[src/rtl/seg7_pkg.sv]
// Shared constants, types and glyph lookup for the 7-segment receive path.
package seg7_pkg;

    localparam int unsigned SEG_W = 7;
    localparam int unsigned NIB_W = 4;

    // Active-low glyphs, bit order g..a
    localparam logic [SEG_W-1:0] SEG7_0     = 7'b1000000;
    localparam logic [SEG_W-1:0] SEG7_1     = 7'b1111001;
    localparam logic [SEG_W-1:0] SEG7_2     = 7'b0100100;
    localparam logic [SEG_W-1:0] SEG7_3     = 7'b0110000;
    localparam logic [SEG_W-1:0] SEG7_4     = 7'b0011001;
    localparam logic [SEG_W-1:0] SEG7_5     = 7'b0010010;
    localparam logic [SEG_W-1:0] SEG7_6     = 7'b0000010;
    localparam logic [SEG_W-1:0] SEG7_7     = 7'b1111000;
    localparam logic [SEG_W-1:0] SEG7_8     = 7'b0000000;
    localparam logic [SEG_W-1:0] SEG7_9     = 7'b0010000;
    localparam logic [SEG_W-1:0] SEG7_A     = 7'b0001000;
    localparam logic [SEG_W-1:0] SEG7_B     = 7'b0000011;
    localparam logic [SEG_W-1:0] SEG7_C     = 7'b1000110;
    localparam logic [SEG_W-1:0] SEG7_D     = 7'b0100001;
    localparam logic [SEG_W-1:0] SEG7_E     = 7'b0000110;
    localparam logic [SEG_W-1:0] SEG7_F     = 7'b0001110;
    localparam logic [SEG_W-1:0] SEG7_BLANK = 7'h7F;

    typedef logic [0:0] seg7_state_t;
    localparam seg7_state_t LOCKED = 1'b0;
    localparam seg7_state_t SETTLE = 1'b1;

    typedef struct packed {
        logic             legal;
        logic [NIB_W-1:0] nibble;
    } seg7_dec_t;

    function automatic seg7_dec_t seg7_lookup(input logic [SEG_W-1:0] seg);
        seg7_dec_t d;
        d = '{legal: 1'b1, nibble: 4'h0};
        case (seg)
            SEG7_0:  d.nibble = 4'h0;
            SEG7_1:  d.nibble = 4'h1;
            SEG7_2:  d.nibble = 4'h2;
            SEG7_3:  d.nibble = 4'h3;
            SEG7_4:  d.nibble = 4'h4;
            SEG7_5:  d.nibble = 4'h5;
            SEG7_6:  d.nibble = 4'h6;
            SEG7_7:  d.nibble = 4'h7;
            SEG7_8:  d.nibble = 4'h8;
            SEG7_9:  d.nibble = 4'h9;
            SEG7_A:  d.nibble = 4'hA;
            SEG7_B:  d.nibble = 4'hB;
            SEG7_C:  d.nibble = 4'hC;
            SEG7_D:  d.nibble = 4'hD;
            SEG7_E:  d.nibble = 4'hE;
            SEG7_F:  d.nibble = 4'hF;
            default: d.legal  = 1'b0;
        endcase
        return d;
    endfunction

endpackage

[src/rtl/seg7_glyph_decode.sv]
// Combinational glyph classifier: legal digit, blank, or neither.
module seg7_glyph_decode
    import seg7_pkg::*;
(
    input  logic [SEG_W-1:0] seg,
    output logic             legal_c,
    output logic             blank_c,
    output logic [NIB_W-1:0] nibble_c
);

    seg7_dec_t dec;

    always_comb begin
        dec      = seg7_lookup(seg);
        legal_c  = dec.legal;
        nibble_c = dec.nibble;
        blank_c  = (seg == SEG7_BLANK);
    end

endmodule

[src/rtl/seg7_rx_decoder.sv]
// Synchronises an active-low segment bus, debounces it and recovers the hex digit.
module seg7_rx_decoder
    import seg7_pkg::*;
#(
    parameter int unsigned STABLE_CYCLES = 4,
    parameter int unsigned CNT_W         = 8
) (
    input  logic             clk,
    input  logic             reset,
    input  logic [SEG_W-1:0] seg_in,
    output logic [NIB_W-1:0] hex_out,
    output logic             hex_valid,
    output logic             new_digit,
    output logic             bad_pattern,
    output logic [CNT_W-1:0] change_count
);

    localparam int unsigned STB_W = 8;
    localparam logic [STB_W-1:0] STB_LAST = STB_W'(STABLE_CYCLES - 1);

    seg7_state_t      state, state_nxt;
    logic [SEG_W-1:0] s1, s2;
    logic [SEG_W-1:0] last, last_nxt;
    logic [SEG_W-1:0] acc, acc_nxt;
    logic [STB_W-1:0] cnt, cnt_nxt;
    logic [NIB_W-1:0] hex_nxt;
    logic             valid_nxt, new_nxt, bad_nxt;
    logic [CNT_W-1:0] count_nxt;

    logic             last_legal_c, last_blank_c;
    logic [NIB_W-1:0] last_nibble_c;

    seg7_glyph_decode u_decode (
        .seg      (last),
        .legal_c  (last_legal_c),
        .blank_c  (last_blank_c),
        .nibble_c (last_nibble_c)
    );

    // State and datapath registers
    always_ff @(posedge clk or negedge reset) begin
        if (!reset) begin
            s1           <= SEG7_BLANK;
            s2           <= SEG7_BLANK;
            last         <= SEG7_BLANK;
            acc          <= SEG7_BLANK;
            cnt          <= '0;
            state        <= LOCKED;
            hex_out      <= '0;
            hex_valid    <= 1'b0;
            new_digit    <= 1'b0;
            bad_pattern  <= 1'b0;
            change_count <= '0;
        end else begin
            s1           <= seg_in;
            s2           <= s1;
            last         <= last_nxt;
            acc          <= acc_nxt;
            cnt          <= cnt_nxt;
            state        <= state_nxt;
            hex_out      <= hex_nxt;
            hex_valid    <= valid_nxt;
            new_digit    <= new_nxt;
            bad_pattern  <= bad_nxt;
            change_count <= count_nxt;
        end
    end

    // Next-state, debounce counter and accept logic
    always_comb begin
        state_nxt = state;
        last_nxt  = last;
        acc_nxt   = acc;
        cnt_nxt   = cnt;
        hex_nxt   = hex_out;
        valid_nxt = hex_valid;
        new_nxt   = 1'b0;
        bad_nxt   = 1'b0;
        count_nxt = change_count;

        case (state)
            LOCKED: begin
                if (s2 != last) begin
                    last_nxt  = s2;
                    cnt_nxt   = '0;
                    state_nxt = SETTLE;
                end
            end
            SETTLE: begin
                if (s2 != last) begin
                    last_nxt = s2;
                    cnt_nxt  = '0;
                end else if (cnt != STB_LAST) begin
                    cnt_nxt = cnt + STB_W'(1);
                end else begin
                    state_nxt = LOCKED;
                    // A pattern equal to the one already accepted is a returned glitch
                    if (last != acc) begin
                        acc_nxt = last;
                        if (last_legal_c) begin
                            hex_nxt   = last_nibble_c;
                            valid_nxt = 1'b1;
                            if (!hex_valid || (last_nibble_c != hex_out)) begin
                                new_nxt   = 1'b1;
                                count_nxt = change_count + CNT_W'(1);
                            end
                        end else begin
                            valid_nxt = 1'b0;
                            bad_nxt   = !last_blank_c;
                        end
                    end
                end
            end
            default: state_nxt = LOCKED;
        endcase
    end

endmodule

[config.mk]
export PLATFORM = sky130hd
export DESIGN_NAME = seg7_rx_decoder
export DESIGN_NICKNAME = d
export VERILOG_FILES = /design/src/rtl/seg7_pkg.sv /design/src/rtl/seg7_glyph_decode.sv /design/src/rtl/seg7_rx_decoder.sv
export SDC_FILE = /design/constraint.sdc
export NUM_CORES = 1
export LEC_CHECK = 0
export CORE_MARGIN = 4
export CORE_UTILIZATION = 55
export CTS_CLUSTER_DIAMETER = 120
export DETAILED_ROUTE_END_ITERATION = 16
export PLACE_DENSITY_LB_ADDON = 0.05
export REMOVE_ABC_BUFFERS = 1
export SLEW_MARGIN = 0
export SYNTH_ARGS = -nofsm -noshare
export SYNTH_HDL_FRONTEND = slang
export SYNTH_HIERARCHICAL = 1
export SYNTH_SLANG_ARGS = --single-unit
[constraint.sdc]
create_clock -name clk -period 3.6 [get_ports clk]
set_input_delay 0.36 -clock clk [delete_from_list [all_inputs] [get_ports clk]]
set_output_delay 0.36 -clock clk [all_outputs]
set_load 0.01 [all_outputs]
==> results.md <==
- PwrDens: 364.0 nW/um2
- Slowest cell on the critical path: dfstp_2
- Crit path cell chain: nor2b_1, a41o_1, a22oi_1, o2bb2ai_1, xnor2_1, nand3_1, o21ai_0, nor3_2, mux2_1
- Non-Filler Instances: 286
- DRT iter0 DRCs: 82
- Switching Share: 23.55%
- Root buf cell: clkbuf_8
- Synth Register Bits: 52
- Top-count cell post-synth: dfstp_2
- Initial Utilization: 57.31%
- Mapped cell area: 2530 um2
- Hold Worst Slack: 0.2344 ns
- Clock sinks: 52
- Worst setup path class: register to register
- CP endpoint kind: register
- Vias in the first global route: 1,586
- Die Height: 75.82 um
- Routability cong.: approximately 0.78
- CP Buf/Inv Count: 0
- Port Buffer Count: 23
- Slew Limit Fails: 0
- Cells after Synth: roughly 220
- Leading area contributor after synthesis: dfstp_2
- Die area: 5749 um2
- Synth area leaders: dfstp_2, dfrtp_1, xor2_1
- Post-Synth Simple-Gate Area: 19.83%
- Period utilisation layout: around 76%
- Post-Synth XOR/XNOR Area: 11.42%
- Layout fillers: 367
- PostCTS Resize Cnt: 0
- Async set-reset flop share out of synthesis: 100.0%
- Leak: 1.178 nW
- Row count: 24
- First drt pass iteration count: 4
- Max IR drop VDD: 259.5 uV
- Final ANT Viol Nets: 0
- Worst-path fanout max: 19
- Final hold vios: 0
- Power consumption: 1.035 mW
- Final core utilization: 64.40%
- Post-synthesis mux area share: 5.341%
- Ant diodes: 0
- Routed WL per cell: 15.94 um
- Status: finished clean
- Fmax: 364.9 MHz
- Dpl cell area: between 2000 and 3000 um2
- Adder-cell share of the synthesized area: 0.9891%
- Net Switching: roughly 0.24 mW
- # hold bufs at CTS: 0
- Die Width: between 70 and 80 um
- Clock network power share: 33.5%
- Antenna violations before repair: 0
- CP startpoint kind: register
- Unique masters post-synth: 48
- Area of the multi-input gates: ~1100 um2
- Post-DP HPWL: between 3000 and 4000 um
- Slew of the pin with the lowest slew margin: 1.080 ns
- Worst min path class: primary input to async pin
- Setup TNS: 0 ns
- Post-synth top flop: dfstp_2
- Worst slew margin: between 20% and 30%
- Register area: 1336 um2
- DRC Markers: 0
- Sequential group share of total power: 60.7%
- CTS clk-pin slew, worst paths: 0.09 ns
- Number of H-tree levels: 2
- Max-cap viol count: 0
- Vias: 1,688
- Peak per-stage delay on the critical path: 0.74 ns
- Crit-path leading delay family: compound AO/OA/AOI/OAI gates
- Final worst path period need: about 2.7 ns
- Final Setup Violations: 0
- Logic pwr share: 5.8%
- EDFF count, synth: 0
- Area fraction in compound gates after synthesis: 6.578%
- Global-route wire length before repair: 7783 um
- NumNets Final: 244
- Avg Cell Area, Syn: 11.55 um2
- Internal power: 0.7910 mW
- Fin area: 2843 um2
- RSZ-0062 raised after global routing: no
- Final Skew: 0.007312 ns
- Core area: 4414 um2
- Routed WL: 4558 um
- WP data required: ~3.8 ns
- Setup ws final: 0.8595 ns
- Area grow syn2layout: 12.36%
- Bufs on Longest Clock Path: 2
- Clk_lat worst skew: 0.31 ns
- GRT Total Usage: ~18%
- Warnings, synthesis: 6
- Yosys top cell area share: 29.08%
- Placed Cells: 278
- Largest net degree at the start of global routing: 53
- Total gr overflow: 0
- Largest family of logic cells by synthesized area: simple AND/OR/NAND/NOR gates
- Place WS: 0.8731 ns
- Post-CTS setup repair buffer count: 0
- Layout cells sized above 1: 21.79%
- Register area share after synthesis: 52.82%
- Vias/cell: 5.902
- CTS tree: yes
- CP arrival: 2.94 ns
- # IOs: 24
- Commonest cells post-synth: dfstp_2, dfrtp_1, xor2_1
- CTS buffer count: 5
## power by group through the flow
| stage | clock network, mW | logic [mW] | registers [mW] |
|---|---|---|---|
| after floorplan | 0 | 0.0357 | 0.632 |
| after global placement | 0 | 0.0592 | 0.638 |
| after detailed placement | 0 | 0.0608 | 0.639 |
| after CTS | 0.358 | 0.0610 | 0.629 |
| after global routing | 0.388 | 0.0667 | 0.633 |
| final | 0.346 | 0.0598 | 0.628 |
## routing by layer
metal	track usage, %	routed length, um	vias up
met5	0	0	-
met4	6.214	50	0
met3	4.485	265	5
met2	26.90	2227	50
met1	25.42	2014	836
li1	-	-	797
## final cells by class
| class | count | area share [%] |
|---|---|---|
| inverters | 1 | 0.1320 |
| clock inverters | 2 | 0.4401 |
| clock buffers | 6 | 2.905 |
| flip-flops and latches | 52 | 47.01 |
| multi-input cells | 150 | 39.30 |
| well taps | 52 | 2.289 |
| repair buffers | 23 | 7.923 |
## state kept, by name, indices dropped and copies added (netlist names)
register and cells:
s1 7, new_digit 1, hex_valid 1, s2 7, acc 7, cnt 8
last 7, hex_out 4, state 1, change_count 8, bad_pattern 1
## kinds of logic after synthesis
| group | count (synthesis) |
|---|---|
| DFF | 52 |
| xor gates and xnor gates | 33 |
| AOI/OAI and AO/OA | 22 |
| buffers and inverters | 17 |
| and+or+nand+nor | 81 |
| muxes | 12 |
| adders and majority gates | 2 |
## final timing paths
path                         start               to  slack [ns]  cells past startpoint
setup / recovery           last[0]  change_count[1]        0.86                      9
hold / removal               reset       hex_out[0]        0.23                      1
setup reg to reg           last[0]  change_count[1]        0.86                      9
min in group clk             s1[2]            s2[2]        0.36                      0
max in group asynchronous    reset           cnt[5]        2.69                      1
hold reg to reg              s1[2]            s2[2]        0.36                      0
## placed cells by master, fill, tap and decap left out, types with 2 or more instances in the layout
cell / Yosys / layout
o21ai_0: 4 / 4
nor4b_1: 4 / 4
mux2_1: 6 / 6
a21o_1: 2 / 2
inv_4: 0 / 2
and3_1: 3 / 3
nand4_1: 5 / 5
nor2_1: 14 / 14
nand2b_1: 5 / 5
o2111ai_1: 3 / 3
dfrtp_1: 24 / 24
nor2b_1: 4 / 4
mux2_2: 6 / 6
nand3_1: 10 / 10
a22oi_1: 2 / 2
xnor2_1: 14 / 14
clkbuf_8: 0 / 6
nor4_1: 6 / 6
a21oi_1: 4 / 4
clkdlybuf4s50_1: 0 / 22
ha_1: 2 / 2
dfstp_2: 28 / 28
nor3_1: 4 / 4
nand2_1: 10 / 10
nor3b_1: 2 / 2
xor2_1: 19 / 19
No activity file was read; power rests on OpenSTA's default activity.
